### config.mk
export PLATFORM = sky130hd
export DESIGN_NAME = m_axi_lite_master
export DESIGN_NICKNAME = d
export VERILOG_FILES = /design/src/rtl/m_axi_lite_pkg.sv /design/src/rtl/m_axi_lite_wdog.sv /design/src/rtl/m_axi_lite_master.sv
export SDC_FILE = /design/constraint.sdc
export NUM_CORES = 1
export LEC_CHECK = 0
export CAP_MARGIN = 10
export CORE_MARGIN = 4
export CORE_UTILIZATION = 38
export DETAILED_ROUTE_END_ITERATION = 16
export PLACE_DENSITY = 0.81
export SLEW_MARGIN = 20
export SYNTH_ARGS = -nofsm -noshare
export SYNTH_HDL_FRONTEND = slang
export SYNTH_HIERARCHICAL = 1
export SYNTH_SLANG_ARGS = --single-unit
### constraint.sdc
create_clock -name M_AXI_ACLK -period 1.8 [get_ports M_AXI_ACLK]
set_clock_uncertainty 0.15 [all_clocks]
set_input_delay 0.18 -clock M_AXI_ACLK [delete_from_list [all_inputs] [get_ports M_AXI_ACLK]]
set_output_delay 0.18 -clock M_AXI_ACLK [all_outputs]
set_load 0.005 [all_outputs]
### src/rtl/m_axi_lite_pkg.sv
// Shared types and constants for the AXI4-Lite master and its watchdog.
package m_axi_lite_pkg;

  typedef enum logic [2:0] {
    ST_IDLE,
    ST_WR,
    ST_WR_RESP,
    ST_RD_ADDR,
    ST_RD_DATA,
    ST_RESP
  } state_t;

  localparam logic [1:0] RESP_OKAY   = 2'b00;
  localparam logic [1:0] RESP_EXOKAY = 2'b01;
  localparam logic [1:0] RESP_SLVERR = 2'b10;
  localparam logic [1:0] RESP_DECERR = 2'b11;

  localparam logic [2:0] PROT_DEFAULT = 3'b000;

endpackage

### src/rtl/m_axi_lite_wdog.sv
// Transaction watchdog: counts idle cycles of a busy transaction and flags expiry.
// Only instantiated when M_AXI_LITE_TIMEOUT_EN is defined.
module m_axi_lite_wdog #(
  parameter int TIMEOUT_CYCLES = 256
) (
  input  logic clk,
  input  logic rst_n,
  input  logic active,
  input  logic clear,
  output logic expired
);

  localparam int CNT_W = (TIMEOUT_CYCLES > 2) ? $clog2(TIMEOUT_CYCLES) : 1;
  localparam logic [CNT_W-1:0] LIMIT = CNT_W'(TIMEOUT_CYCLES - 1);

  logic [CNT_W-1:0] count;

  // Held at zero outside busy states, so entry from IDLE starts from zero and
  // state-to-state entries always coincide with a handshake clear.
  always_ff @(posedge clk or negedge rst_n) begin
    if (!rst_n) begin
      count <= '0;
    end else if (clear || !active) begin
      count <= '0;
    end else begin
      count <= count + CNT_W'(1);
    end
  end

  // A handshake in the expiry cycle wins: progress is never aborted.
  assign expired = active && !clear && (count == LIMIT);

endmodule

### src/rtl/m_axi_lite_master.sv
// AXI4-Lite master: one outstanding single-beat read or write per command,
// registered AXI outputs. Optional watchdog abort via `define M_AXI_LITE_TIMEOUT_EN.
module m_axi_lite_master
  import m_axi_lite_pkg::*;
#(
  parameter int ADDR_W         = 32,
  parameter int DATA_W         = 32,
  parameter int TIMEOUT_CYCLES = 256
) (
  input  logic                M_AXI_ACLK,
  input  logic                M_AXI_ARESETN,

  input  logic                cmd_valid,
  output logic                cmd_ready,
  input  logic                cmd_write,
  input  logic [ADDR_W-1:0]   cmd_addr,
  input  logic [DATA_W-1:0]   cmd_wdata,
  input  logic [DATA_W/8-1:0] cmd_wstrb,

  output logic                rsp_valid,
  input  logic                rsp_ready,
  output logic                rsp_write,
  output logic [DATA_W-1:0]   rsp_rdata,
  output logic [1:0]          rsp_resp,
  output logic                rsp_timeout,

  output logic [ADDR_W-1:0]   M_AXI_LITE_AWADDR,
  output logic [2:0]          M_AXI_LITE_AWPROT,
  output logic                M_AXI_LITE_AWVALID,
  input  logic                M_AXI_LITE_AWREADY,

  output logic [DATA_W-1:0]   M_AXI_LITE_WDATA,
  output logic [DATA_W/8-1:0] M_AXI_LITE_WSTRB,
  output logic                M_AXI_LITE_WVALID,
  input  logic                M_AXI_LITE_WREADY,

  input  logic [1:0]          M_AXI_LITE_BRESP,
  input  logic                M_AXI_LITE_BVALID,
  output logic                M_AXI_LITE_BREADY,

  output logic [ADDR_W-1:0]   M_AXI_LITE_ARADDR,
  output logic [2:0]          M_AXI_LITE_ARPROT,
  output logic                M_AXI_LITE_ARVALID,
  input  logic                M_AXI_LITE_ARREADY,

  input  logic [DATA_W-1:0]   M_AXI_LITE_RDATA,
  input  logic [1:0]          M_AXI_LITE_RRESP,
  input  logic                M_AXI_LITE_RVALID,
  output logic                M_AXI_LITE_RREADY
);

  if (DATA_W != 32 && DATA_W != 64) begin : g_bad_data_w
    $error("m_axi_lite_master: DATA_W must be 32 or 64");
  end
  if (TIMEOUT_CYCLES < 2) begin : g_bad_timeout
    $error("m_axi_lite_master: TIMEOUT_CYCLES must be at least 2");
  end

  state_t state;
  logic   aw_done;
  logic   w_done;
  logic   cur_write;
  logic   expired;

  logic aw_hs, w_hs, b_hs, ar_hs, r_hs;

  assign aw_hs = M_AXI_LITE_AWVALID & M_AXI_LITE_AWREADY;
  assign w_hs  = M_AXI_LITE_WVALID  & M_AXI_LITE_WREADY;
  assign b_hs  = M_AXI_LITE_BVALID  & M_AXI_LITE_BREADY;
  assign ar_hs = M_AXI_LITE_ARVALID & M_AXI_LITE_ARREADY;
  assign r_hs  = M_AXI_LITE_RVALID  & M_AXI_LITE_RREADY;

  assign M_AXI_LITE_AWPROT = PROT_DEFAULT;
  assign M_AXI_LITE_ARPROT = PROT_DEFAULT;

`ifdef M_AXI_LITE_TIMEOUT_EN
  logic busy;
  logic any_hs;

  assign busy   = (state == ST_WR) || (state == ST_WR_RESP) ||
                  (state == ST_RD_ADDR) || (state == ST_RD_DATA);
  assign any_hs = aw_hs | w_hs | b_hs | ar_hs | r_hs;

  m_axi_lite_wdog #(
    .TIMEOUT_CYCLES (TIMEOUT_CYCLES)
  ) u_wdog (
    .clk     (M_AXI_ACLK),
    .rst_n   (M_AXI_ARESETN),
    .active  (busy),
    .clear   (any_hs),
    .expired (expired)
  );
`else
  assign expired = 1'b0;
`endif

  always_ff @(posedge M_AXI_ACLK or negedge M_AXI_ARESETN) begin
    if (!M_AXI_ARESETN) begin
      state              <= ST_IDLE;
      aw_done            <= 1'b0;
      w_done             <= 1'b0;
      cur_write          <= 1'b0;
      cmd_ready          <= 1'b0;
      rsp_valid          <= 1'b0;
      rsp_write          <= 1'b0;
      rsp_rdata          <= '0;
      rsp_resp           <= RESP_OKAY;
      rsp_timeout        <= 1'b0;
      M_AXI_LITE_AWADDR  <= '0;
      M_AXI_LITE_AWVALID <= 1'b0;
      M_AXI_LITE_WDATA   <= '0;
      M_AXI_LITE_WSTRB   <= '0;
      M_AXI_LITE_WVALID  <= 1'b0;
      M_AXI_LITE_BREADY  <= 1'b0;
      M_AXI_LITE_ARADDR  <= '0;
      M_AXI_LITE_ARVALID <= 1'b0;
      M_AXI_LITE_RREADY  <= 1'b0;
    end else if (expired) begin
      // Watchdog abort: withdraw every request and report a synthetic SLVERR.
      M_AXI_LITE_AWVALID <= 1'b0;
      M_AXI_LITE_WVALID  <= 1'b0;
      M_AXI_LITE_BREADY  <= 1'b0;
      M_AXI_LITE_ARVALID <= 1'b0;
      M_AXI_LITE_RREADY  <= 1'b0;
      rsp_valid          <= 1'b1;
      rsp_write          <= cur_write;
      rsp_rdata          <= '0;
      rsp_resp           <= RESP_SLVERR;
      rsp_timeout        <= 1'b1;
      state              <= ST_RESP;
    end else begin
      case (state)
        ST_IDLE: begin
          cmd_ready <= 1'b1;
          if (cmd_valid && cmd_ready) begin
            cmd_ready <= 1'b0;
            cur_write <= cmd_write;
            aw_done   <= 1'b0;
            w_done    <= 1'b0;
            if (cmd_write) begin
              M_AXI_LITE_AWADDR  <= cmd_addr;
              M_AXI_LITE_WDATA   <= cmd_wdata;
              M_AXI_LITE_WSTRB   <= cmd_wstrb;
              M_AXI_LITE_AWVALID <= 1'b1;
              M_AXI_LITE_WVALID  <= 1'b1;
              state              <= ST_WR;
            end else begin
              M_AXI_LITE_ARADDR  <= cmd_addr;
              M_AXI_LITE_ARVALID <= 1'b1;
              state              <= ST_RD_ADDR;
            end
          end
        end

        ST_WR: begin
          if (aw_hs) begin
            M_AXI_LITE_AWVALID <= 1'b0;
            aw_done            <= 1'b1;
          end
          if (w_hs) begin
            M_AXI_LITE_WVALID <= 1'b0;
            w_done            <= 1'b1;
          end
          // Count this cycle's handshakes so a same-cycle finish costs no extra clock.
          if ((aw_done || aw_hs) && (w_done || w_hs)) begin
            M_AXI_LITE_BREADY <= 1'b1;
            state             <= ST_WR_RESP;
          end
        end

        ST_WR_RESP: begin
          if (b_hs) begin
            M_AXI_LITE_BREADY <= 1'b0;
            rsp_valid         <= 1'b1;
            rsp_write         <= 1'b1;
            rsp_rdata         <= '0;
            rsp_resp          <= M_AXI_LITE_BRESP;
            rsp_timeout       <= 1'b0;
            state             <= ST_RESP;
          end
        end

        ST_RD_ADDR: begin
          if (ar_hs) begin
            M_AXI_LITE_ARVALID <= 1'b0;
            M_AXI_LITE_RREADY  <= 1'b1;
            state              <= ST_RD_DATA;
          end
        end

        ST_RD_DATA: begin
          if (r_hs) begin
            M_AXI_LITE_RREADY <= 1'b0;
            rsp_valid         <= 1'b1;
            rsp_write         <= 1'b0;
            rsp_rdata         <= M_AXI_LITE_RDATA;
            rsp_resp          <= M_AXI_LITE_RRESP;
            rsp_timeout       <= 1'b0;
            state             <= ST_RESP;
          end
        end

        ST_RESP: begin
          if (rsp_ready) begin
            rsp_valid <= 1'b0;
            cmd_ready <= 1'b1;
            state     <= ST_IDLE;
          end
        end

        default: state <= ST_IDLE;
      endcase
    end
  end

endmodule

Word-level counts from Yosys, hierarchy flattened --
Index checks and enable logic that the tools add are counted.
Word-level totals: bits of input ports 114, output and inout bits 149, bits in registers 148, logic and storage cells 108
Cells by class: bitwise operators 6, multiplexer cells 44, reduce and logical (&&, ||, !) cells 25, equal/unequal tests 15
Operators with widths (count):
- 2-to-1 mux 32 bit | 2
- one-hot mux 32 bit (2 select lines) | 1
- AND reduction 3 bit | 7
- != test 2 bit (second input constant) | 10
- one-hot mux 1 bit (2 select lines) | 10
- 2-to-1 mux 1 bit | 19
- 2-to-1 mux 3 bit | 6
- one-hot mux 3 bit (6 select lines) | 1
- AND reduction 4 bit | 4
- nonzero test 2 bit | 6
- == test 3 x 2 -> 1 bit (second input constant) | 2
- == test 3 bit (second input constant) | 2
- 2-to-1 mux 2 bit | 3
- AND reduction 6 bit | 1
- AND 1 bit | 5
- one-hot mux 2 bit (2 select lines) | 1
- == test 3 x 1 -> 1 bit (second input constant) | 1
- logical NOT 3 bit | 1
- one-hot mux 1 bit (3 select lines) | 1
- nonzero test 3 bit | 1
- logical AND 1 bit | 2
- logical OR 1 bit | 2
- AND reduction 2 bit | 1
- NOT 1 bit | 1

Depth between registers and ports, before layout --
Gate-level depths: netlist (run 1).
depth in word-level cells 5, gate-level depth with buffers 7, depth with buffers taken out 4

Worst setup path after synthesis (run 1) --
No wires, ideal clock.
path kind reg-to-reg, start point register state[0], end point register M_AXI_LITE_ARADDR[10], library setup time 0.125 ns, data arrival time 1.596 ns, period minus slack after synthesis 1.871 ns, required time 1.525 ns, stages on the path, launching flop included 7, path slack -0.071 ns, cell sequence dfrtp_1 buf_2 nor3_4 nand3_2 nor2_2 buf_4 mux2_2
On the way: cells in the longest elaborated chain, start to end 2
Ends and longest elaborated chain:
- start, declared | RTL line m_axi_lite_master.sv:59 | state_t state;
- start signal, assigned | RTL line m_axi_lite_master.sv:99 | state <= ST_IDLE;
- start signal, assigned | RTL line m_axi_lite_master.sv:130 | state <= ST_RESP;
- start signal, assigned | RTL line m_axi_lite_master.sv:146 | state <= ST_WR;
- logical NOT 3 bit
- AND reduction 3 bit (no source line)
- end signal, assigned | RTL line m_axi_lite_master.sv:148 | M_AXI_LITE_ARADDR <= cmd_addr;
- end, declared | RTL line m_axi_lite_master.sv:41 | output logic [ADDR_W-1:0] M_AXI_LITE_ARADDR,
Every way passes these cells. A chain may end at the register's enable or synchronous reset.

Worst setup path in the final report (run 1) --
start point register state[0], end point register M_AXI_LITE_WDATA[4]
On the way: cells in the longest elaborated chain, start to end 2
Ends and longest elaborated chain:
- logical NOT 3 bit
- AND reduction 3 bit (no source line)
- end signal, assigned | RTL line m_axi_lite_master.sv:142 | M_AXI_LITE_WDATA <= cmd_wdata;
- end, declared | RTL line m_axi_lite_master.sv:32 | output logic [DATA_W-1:0] M_AXI_LITE_WDATA,
Every way passes these cells.

==> impl_metrics.json, run 1 <==
{
  "route.detailed.drc": 0,
  "crit_path_start": "state[0]",
  "critPathLaunchType": "register",
  "ys.warnings.count": 6,
  "status": "complete, no violations",
  "nets": 842,
  "arrival_ns": 1.94,
  "min_period_ns": 1.79,
  "synthTopCellsByCount": "147 x dfrtp_1, 93 x mux2_2, 79 x nand2_1",
  "ios": 263,
  "cts_made_buffers": 17,
  "synthAdderAreaFrac": 0,
  "grtUsageTotal": 0.189,
  "rows": 45,
  "hpwl_um": 11900,
  "cts_root_buffer": "clkbuf_16",
  "clk_pin_slew_ns": 0.06,
  "start_util": 0.388,
  "synth_top_family_by_area": "multiplexers",
  "synth-compound-area-share": 0.0547,
  "syn_avg_cell_area_um2": 13.2,
  "cts_max_path_buffers": 2,
  "netlist_top_cells_area": "dfrtp_1 63%, mux2_2 18%, nand2_1 5.0%",
  "reg2reg_slack_ns": 0.01,
  "grt_max_degree": 69,
  "seq_area_um2": 3680,
  "die_area_um2": 17500,
  "final_layout_size_suffix_gt1_frac": 0.242,
  "antenna_cells": 0,
  "hold_viol": 0,
  "cap_violations": 0,
  "total_power_mw": 15.4,
  "syn_inst": 446,
  "final_max_slew_viol_count": 0,
  "drtAntennaViolNets": 0,
  "portBuffers": 255,
  "clkSinkCount": 147,
  "r2r_cells": 6,
  "yosysTopAreaCell": "dfrtp_1",
  "setup_viol": 0,
  "multi_input_area_um2": 2160,
  "path_class": "register to register",
  "grt_pass1_vias": 4932,
  "regToRegStartpoint": "state[0]",
  "die_x_um": 132,
  "synth_mux_area_frac": 0.206,
  "wl_per_cell_um": 18.7,
  "ir_drop_mv": 1.04,
  "hp-class": "primary input to asynchronous set/reset pin",
  "fin_crit_sh": 0.994,
  "first_pass_iters": 4,
  "fmax_ghz": 0.559,
  "overflow": 0,
  "synth_edf_count": 0,
  "timing.rr.end": "M_AXI_LITE_WDATA[4]",
  "cp.required_ns": 1.95,
  "tritoncts": "done",
  "grt_pass1_wl_um": 26300,
  "async_flop_share": 1.00,
  "dp_cells": 887,
  "worst-path-max-fanout": 13,
  "gp_congestion": 0.781,
  "drt_wl_total_um": 17400,
  "synth_seq_cells": 147,
  "power_density_nw_per_um2": 1590,
  "stdcell_area_um2": 9700,
  "avgViaCountPerCell": 4.91,
  "syn_area_um2": 5870,
  "yosysMostFrequentCell": "dfrtp_1",
  "core_area_um2": 15100,
  "synthSimpleGateAreaFrac": 0.0799,
  "drt_iter0_markers": 127,
  "antenna_found_initial": 0,
  "final_cells": 929,
  "yosysSeqAreaShare": 0.626,
  "place_area_um2": 8790,
  "fill_cells": 1102,
  "htree_levels": 4,
  "vias": 4558,
  "leakagePower_nw": 4.16,
  "synthXorXnorAreaFrac": 0,
  "setup_tns_ns": 0,
  "crit_path_end_kind": "register",
  "die_h_um": 132,
  "clk_latency_ns": 0.42,
  "ys.flop_type": "dfrtp_1",
  "rsz0062_at_grt": "true",
  "synth_top_area_frac": 0.626,
  "area_delta_synth_final_pct": 65.2,
  "ys_types": 38
}
-- layer usage --
| layer | track usage | part of all wire | vias to the layer above |
|---|---|---|---|
| met5 | 0 | 0 | - |
| met4 | 0.0785 | 0.028 | 0 |
| met1 | 0.209 | 0.37 | 2200 |
| li1 | - | - | 2091 |
| met2 | 0.314 | 0.50 | 238 |
| met3 | 0.0889 | 0.10 | 29 |
-- worst max path at each step --
| stage | slack [ns] | endpoint | depth (start not counted) |
|---|---|---|---|
| floorplan | 0.008 | M_AXI_LITE_ARADDR[10] | 6 |
| global placement | -0.04 | M_AXI_LITE_ARADDR[23] | 5 |
| detailed placement | -0.09 | M_AXI_LITE_ARADDR[25] | 5 |
| CTS | 0.001 | M_AXI_LITE_ARADDR[15] | 5 |
| global route | -0.04 | M_AXI_LITE_ARADDR[31] | 6 |
| finish | 0.01 | M_AXI_LITE_WDATA[4] | 6 |
-- state kept, by name (all words and copies together) (netlist names), 2 cells and up --
register	cells
M_AXI_LITE_WDATA	32
state	3
rsp_rdata	32
M_AXI_LITE_AWADDR	32
rsp_resp	2
M_AXI_LITE_WSTRB	4
M_AXI_LITE_ARADDR	32
-- per-stage QoR --
step | utilization | hold slack [ns] | setup slack [ns]
2_1_floorplan | - | -0.266 | 0.00842
3_3_place_gp | 0.581 | -0.0333 | -0.0376
3_5_place_dp | 0.581 | -0.0277 | -0.0931
4_1_cts | 0.622 | 0.0814 | 0.00136
5_1_grt | 0.641 | 0.134 | -0.0420
6_report | 0.641 | 0.122 | 0.0115
-- cells by family after synthesis --
| family | after synthesis |
|---|---|
| other cells | 1 |
| flops | 147 |
| compound gates | 57 |
| buf+inv | 32 |
| simple gates | 104 |
| mux | 105 |
-- cell type report --
cell class / count / share of cell area
flip-flops and latches: 147 / 0.379
repair buffers: 288 / 0.311
multi-input cells: 273 / 0.222
clock buffers: 18 / 0.0453
well taps: 188 / 0.0242
clock inverters: 14 / 0.0179
inverters: 1 / 0.000387
-- power by group --
part / switching [mW] / internal (mW)
sequential: 0.826 / 4.67
combinational: 2.11 / 4.16
clock: 1.41 / 2.23
-- layout by cell type (no fill, tap or decap), types with 5 or more instances in the layout --
cell type and count:
nor2_1 6, a21oi_1 8, mux2_2 73, buf_4 15, clkdlybuf4s50_1 254, dfrtp_1 146
nand2_1 79, inv_6 5, clkbuf_16 22, mux2_4 29, o21ai_0 35, buf_12 9
conb_1 7
-- critical path, stage by stage, from the launching register on --
cell and delay [ns]:
dfrtp_1 0.41, nor3_4 0.23, buf_4 0.17, nand4_4 0.09
buf_12 0.17, buf_12 0.15, mux2_4 0.30
-- what timing repair did --
action                                  4_1_cts  5_1_grt
gates resized for setup                       2       24
gates cloned                                  0        7
hold buffers                                  1        0
pin swaps                                     0        3
setup buffers                                 0        2
endpoints found under the hold margin       147        0
endpoints found under the setup margin        8      102
Power figures use the tool's default switching activity.
==> run 2: changes to the inputs <==
--- a/config.mk
+++ b/config.mk
@@ -7,9 +7,10 @@
 export LEC_CHECK = 0
 export CAP_MARGIN = 10
 export CORE_MARGIN = 4
-export CORE_UTILIZATION = 38
+export CORE_UTILIZATION = 39
+export CTS_BUF_LIST = sky130_fd_sc_hd__clkbuf_2 sky130_fd_sc_hd__clkbuf_4 sky130_fd_sc_hd__clkbuf_8
 export DETAILED_ROUTE_END_ITERATION = 16
-export PLACE_DENSITY = 0.81
+export PLACE_DENSITY = 0.83
 export SLEW_MARGIN = 20
 export SYNTH_ARGS = -nofsm -noshare
 export SYNTH_HDL_FRONTEND = slang
==> run 2 against run 1 <==
Effect of this change:
- the flow now finishes with violations (setup timing)
- global-route usage down 0.23 points
- critical endpoint is now M_AXI_LITE_ARADDR[2]
- largest cell class unchanged
- die area down 2.4%
- sequential power about the same
- clock power down 27%
- sequential share of layout area up 1.3 points
- critical path type unchanged
- final area down 3.2%
==> impl_metrics.json, run 2 (same netlist as run 1, synthesis figures left out) <==
{
  "vias": 4440,
  "die_area_um2": 17100,
  "fin_crit_sh": 1.00,
  "drt_iter0_markers": 130,
  "total_power_mw": 14.4,
  "slowest_stage": "dfrtp_1",
  "setup_tns_ns": -0.0210,
  "nets": 840,
  "min_period_ns": 1.81,
  "regToRegStartpoint": "state[2]",
  "final_cells": 922,
  "timing.rr.end": "M_AXI_LITE_ARADDR[2]",
  "cp.required_ns": 1.98,
  "clkSinkCount": 147,
  "power_density_nw_per_um2": 1530,
  "gp_congestion": 0.879,
  "fill_cells": 1071,
  "overflow": 0,
  "htree_levels": 4,
  "hp-class": "primary input to asynchronous set/reset pin",
  "ios": 263,
  "clk_pin_slew_ns": 0.08,
  "status": "complete, but fails checks",
  "r2r_cells": 6,
  "worst-path-max-fanout": 7,
  "final_common_cell": "clkdlybuf4s50_1",
  "multi_input_area_um2": 2130,
  "antenna_cells": 0,
  "seq_area_um2": 3680,
  "leakagePower_nw": 4.02,
  "grt_pass1_vias": 4813,
  "clk_latency_ns": 0.44,
  "utilization": 0.642,
  "critPathLaunchType": "register",
  "core_area_um2": 14600,
  "setup_viol": 6,
  "cts_max_path_buffers": 2,
  "drtAntennaViolNets": 0,
  "cts_made_buffers": 17,
  "crit_chain": "nor3_4, nand3_2, nor2_4, buf_12, buf_6, mux2_2",
  "cpPeakStageDelay_ns": 0.42,
  "hold_viol": 0,
  "grtUsageTotal": 0.187,
  "die_h_um": 131,
  "ir_drop_mv": 0.942,
  "first_pass_iters": 4,
  "cap_violations": 0,
  "start_util": 0.401,
  "hpwl_um": 12000,
  "final_layout_size_suffix_gt1_frac": 0.237,
  "area_delta_synth_final_pct": 59.9,
  "finalWorstSetupSlack_ns": -0.00737,
  "fmax_ghz": 0.553,
  "grt_pass1_wl_um": 24400,
  "route.detailed.drc": 0,
  "reg2reg_slack_ns": -0.007,
  "die_x_um": 131,
  "rows": 44,
  "violations": "setup timing",
  "rsz0062_at_grt": "true",
  "wl_per_cell_um": 17.9,
  "whs_ns": 0.0853,
  "dp_cells": 884,
  "avgViaCountPerCell": 4.82,
  "final_max_slew_viol_count": 0,
  "tritoncts": "done",
  "layout_common_cells": "253 x clkdlybuf4s50_1, 145 x dfrtp_1, 79 x nand2_1, 76 x mux2_2, 35 x o21ai_0",
  "grt_max_degree": 52,
  "drt_wl_total_um": 16500,
  "path_class": "register to register",
  "cts_root_buffer": "clkbuf_8",
  "crit_path_end_kind": "register",
  "antenna_found_initial": 0,
  "portBuffers": 255,
  "arrival_ns": 1.99
}
## run 2: area by class of cell
cell class,count,area share
tap,184,0.0245
inverter,1,0.000400
timing repair buffer,286,0.312
clock buffer,19,0.0272
clock inverter,12,0.0166
multi-input combinational,273,0.227
sequential,147,0.392
## run 2: critical path, delay by kind of cell, from the launching register on
kind / cells / cell delay [ns]
DFF: 1 / 0.42
and+or+nand+nor: 3 / 0.50
muxes: 1 / 0.34
buffers and inverters: 2 / 0.29
## run 2: what timing repair did
| action | CTS | global route |
|---|---|---|
| hold endpoints to repair | 147 | 0 |
| endpoints found under the setup margin | 32 | 93 |
| resized for setup | 3 | 20 |
| pin swaps | 0 | 3 |
| buffers inserted | 0 | 3 |
| cloned | 0 | 3 |
| hold buffers | 1 | 0 |
## run 2: worst max path at each step
stage	start	end	slack (ns)	cells after the start
floorplan	state[0]	M_AXI_LITE_ARADDR[10]	0.008	6
global placement	cmd_valid	M_AXI_LITE_ARADDR[13]	-0.03	5
detailed placement	cmd_write	M_AXI_LITE_AWADDR[13]	-0.08	4
CTS	state[2]	M_AXI_LITE_ARADDR[11]	-0.02	5
global route	state[2]	M_AXI_LITE_ARADDR[25]	-0.07	6
finish	state[2]	M_AXI_LITE_ARADDR[2]	-0.007	6
## run 2: power breakdown
group	total [mW]	leakage [nW]	internal [mW]	switching (mW)
Combinational	6.22	1.98	4.12	2.11
Sequential	5.48	1.84	4.67	0.810
Clock	2.66	0.198	1.42	1.24
## run 2: metrics by stage
step	worst slack [ns]	cell area, um2
finish	-0.00737	9400
global route	-0.0662	9400
CTS	-0.0236	9220
detailed placement	-0.0793	8790
global placement	-0.0311	8790
floorplan	0.00842	5910
## run 2: layer usage
layer  wire length, um  global-route usage  part of all wire
met1              6290               0.202              0.38
met2              7900               0.307              0.48
met3              2180               0.118              0.13
met4               160              0.0502            0.0097
met5                 0                   0                 0
==> run 3: changes to the inputs <==
--- a/config.mk
+++ b/config.mk
@@ -10,6 +10,7 @@
 export CORE_UTILIZATION = 39
 export CTS_BUF_LIST = sky130_fd_sc_hd__clkbuf_2 sky130_fd_sc_hd__clkbuf_4 sky130_fd_sc_hd__clkbuf_8
 export DETAILED_ROUTE_END_ITERATION = 16
+export MAX_ROUTING_LAYER = met4
 export PLACE_DENSITY = 0.83
 export SLEW_MARGIN = 20
 export SYNTH_ARGS = -nofsm -noshare
==> run 3 against run 2 <==
Effect of this change:
- the flow still finishes with violations (setup timing)
- largest cell class unchanged
- combinational power about the same
- count of clock-buffer cells in the layout unchanged
- total power increased by 0.15%
- critical path depth unchanged
- worst setup slack improved by 0.0035 ns
- critical endpoint is now M_AXI_LITE_ARADDR[25]
- routed wire length increased by 1.3%
- clock power about the same
- first-iteration DRC count decreased by 12%
- via count increased by 0.18%
- global-route usage increased by 0.58 points
- final area about the same
==> impl_metrics.json, run 3 (same netlist as run 1, synthesis figures left out) <==
{
  "cp.required_ns": 1.97,
  "gp_congestion": 0.894,
  "fmax_ghz": 0.554,
  "grt_pass1_vias": 4829,
  "crit_path_start": "state[2]",
  "grt_max_degree": 52,
  "p_clk_frac": 0.186,
  "hpwl_um": 12000,
  "antenna_cells": 0,
  "htree_levels": 4,
  "power_density_nw_per_um2": 1530,
  "fin_crit_sh": 1.00,
  "layout_common_cells": "253 x clkdlybuf4s50_1, 145 x dfrtp_1, 79 x nand2_1, 77 x mux2_2, 35 x o21ai_0",
  "r2r_cells": 6,
  "first_pass_iters": 4,
  "final_max_slew_viol_count": 0,
  "wl_per_cell_um": 18.2,
  "clkSinkCount": 147,
  "final_common_cell": "clkdlybuf4s50_1",
  "clk_pin_slew_ns": 0.08,
  "setup_tns_ns": -0.00938,
  "die_x_um": 131,
  "whs_ns": 0.0854,
  "core_area_um2": 14600,
  "clk_latency_ns": 0.43,
  "area_delta_synth_final_pct": 59.9,
  "die_h_um": 131,
  "avgViaCountPerCell": 4.82,
  "drt_iter0_markers": 114,
  "seqPwrFrac": 0.381,
  "setup_viol": 4,
  "worst-path-max-fanout": 8,
  "swShare": 0.291,
  "die_area_um2": 17100,
  "hp-class": "primary input to asynchronous set/reset pin",
  "min_period_ns": 1.80,
  "hold_viol": 0,
  "cts_max_path_buffers": 2,
  "final_layout_size_suffix_gt1_frac": 0.237,
  "power.internal_mw": 10.2,
  "reg2reg_slack_ns": -0.004,
  "arrival_ns": 1.98,
  "rsz0062_at_grt": "true",
  "violations": "setup timing",
  "ir_drop_mv": 0.873,
  "fill_cells": 1073,
  "pwr-share-comb": 0.433,
  "status": "complete, but fails checks",
  "drtAntennaViolNets": 0,
  "antenna_found_initial": 0,
  "vias": 4448,
  "rows": 44,
  "start_util": 0.401,
  "leakagePower_nw": 4.01,
  "cts_made_buffers": 17,
  "grtUsageTotal": 0.192,
  "critPathLaunchType": "register",
  "overflow": 0,
  "timing.rr.end": "M_AXI_LITE_ARADDR[25]",
  "grt_pass1_wl_um": 24400,
  "finalWorstSetupSlack_ns": -0.00390,
  "switchingPower_mw": 4.18,
  "regToRegStartpoint": "state[2]",
  "cp-endpoint": "M_AXI_LITE_ARADDR[25]",
  "place_area_um2": 8790,
  "crit_path_end_kind": "register",
  "cap_violations": 0,
  "path_class": "register to register",
  "ios": 263,
  "nets": 840,
  "drt_wl_total_um": 16700,
  "stdcell_area_um2": 9390,
  "portBuffers": 255,
  "cts_root_buffer": "clkbuf_8",
  "tritoncts": "done",
  "route.detailed.drc": 0
}
[run 3: cell counts in the layout (fill, tap and decap cells not counted)]
Identical to the previous run, type by type.
[run 3: worst max-delay path, stage by stage, from the launching register on]
cell	delay [ns]
dfrtp_1	0.42
nor3_4	0.24
nand3_2	0.13
nor2_4	0.12
buf_12	0.14
clkbuf_16	0.16
mux2_2	0.33
[run 3: per-layer routing]
layer / routed length, um / vias up / GRT usage
met5: 0 / - / -
met4: 150 / 0 / 0.0502
met3: 1940 / 13 / 0.106
met2: 8070 / 207 / 0.306
met1: 6590 / 2136 / 0.211
li1: - / 2092 / -
[run 3: through the flow]
step                power (mW)  utilization  worst slack, ns  std cells
CTS                       14.3        0.630          -0.0236        916
floorplan                 7.62            -          0.00842        452
finish                    14.4        0.641         -0.00390        922
global placement          11.3        0.601          -0.0311        884
detailed placement        11.5        0.601          -0.0793        884
global route              15.3        0.641          -0.0680        922
[run 3: final cells by class]
type / instances / area [um2] / share of cell area
Timing Repair Buffer: 286 / 2930 / 0.312
Multi-Input combinational cell: 273 / 2130 / 0.227
Inverter: 1 / 3.75 / 0.000400
Sequential cell: 147 / 3680 / 0.392
Tap cell: 184 / 230 / 0.0245
Clock inverter: 12 / 156 / 0.0167
Clock buffer: 19 / 255 / 0.0272
[run 3: repair_timing]
item / 4_1_cts / 5_1_grt
pin swaps: 0 / 3
buffers inserted: 0 / 3
gates cloned: 0 / 3
gates resized for setup: 3 / 19
setup endpoints to repair: 32 / 95
endpoints found under the hold margin: 147 / 0
hold buffers: 1 / 0
[run 3: power groups by stage]
stage	logic (mW)	clock network [mW]	registers [mW]
6_report	6.22	2.68	5.48
5_1_grt	6.70	2.93	5.64
4_1_cts	6.04	2.76	5.49
3_5_place_dp	5.97	0	5.53
3_3_place_gp	5.84	0	5.44
2_1_floorplan	2.11	0	5.51
[run 3: worst min-delay path by stage]
stage,from,to,slack (ns)
finish,M_AXI_ARESETN,M_AXI_LITE_WDATA[28],0.09
floorplan,M_AXI_ARESETN,M_AXI_LITE_ARADDR[0],-0.27
CTS,M_AXI_ARESETN,M_AXI_LITE_WDATA[31],0.07
detailed placement,M_AXI_ARESETN,M_AXI_LITE_WDATA[31],-0.004
global placement,M_AXI_ARESETN,M_AXI_LITE_WDATA[31],-0.004
global route,M_AXI_ARESETN,M_AXI_LITE_WDATA[31],0.10
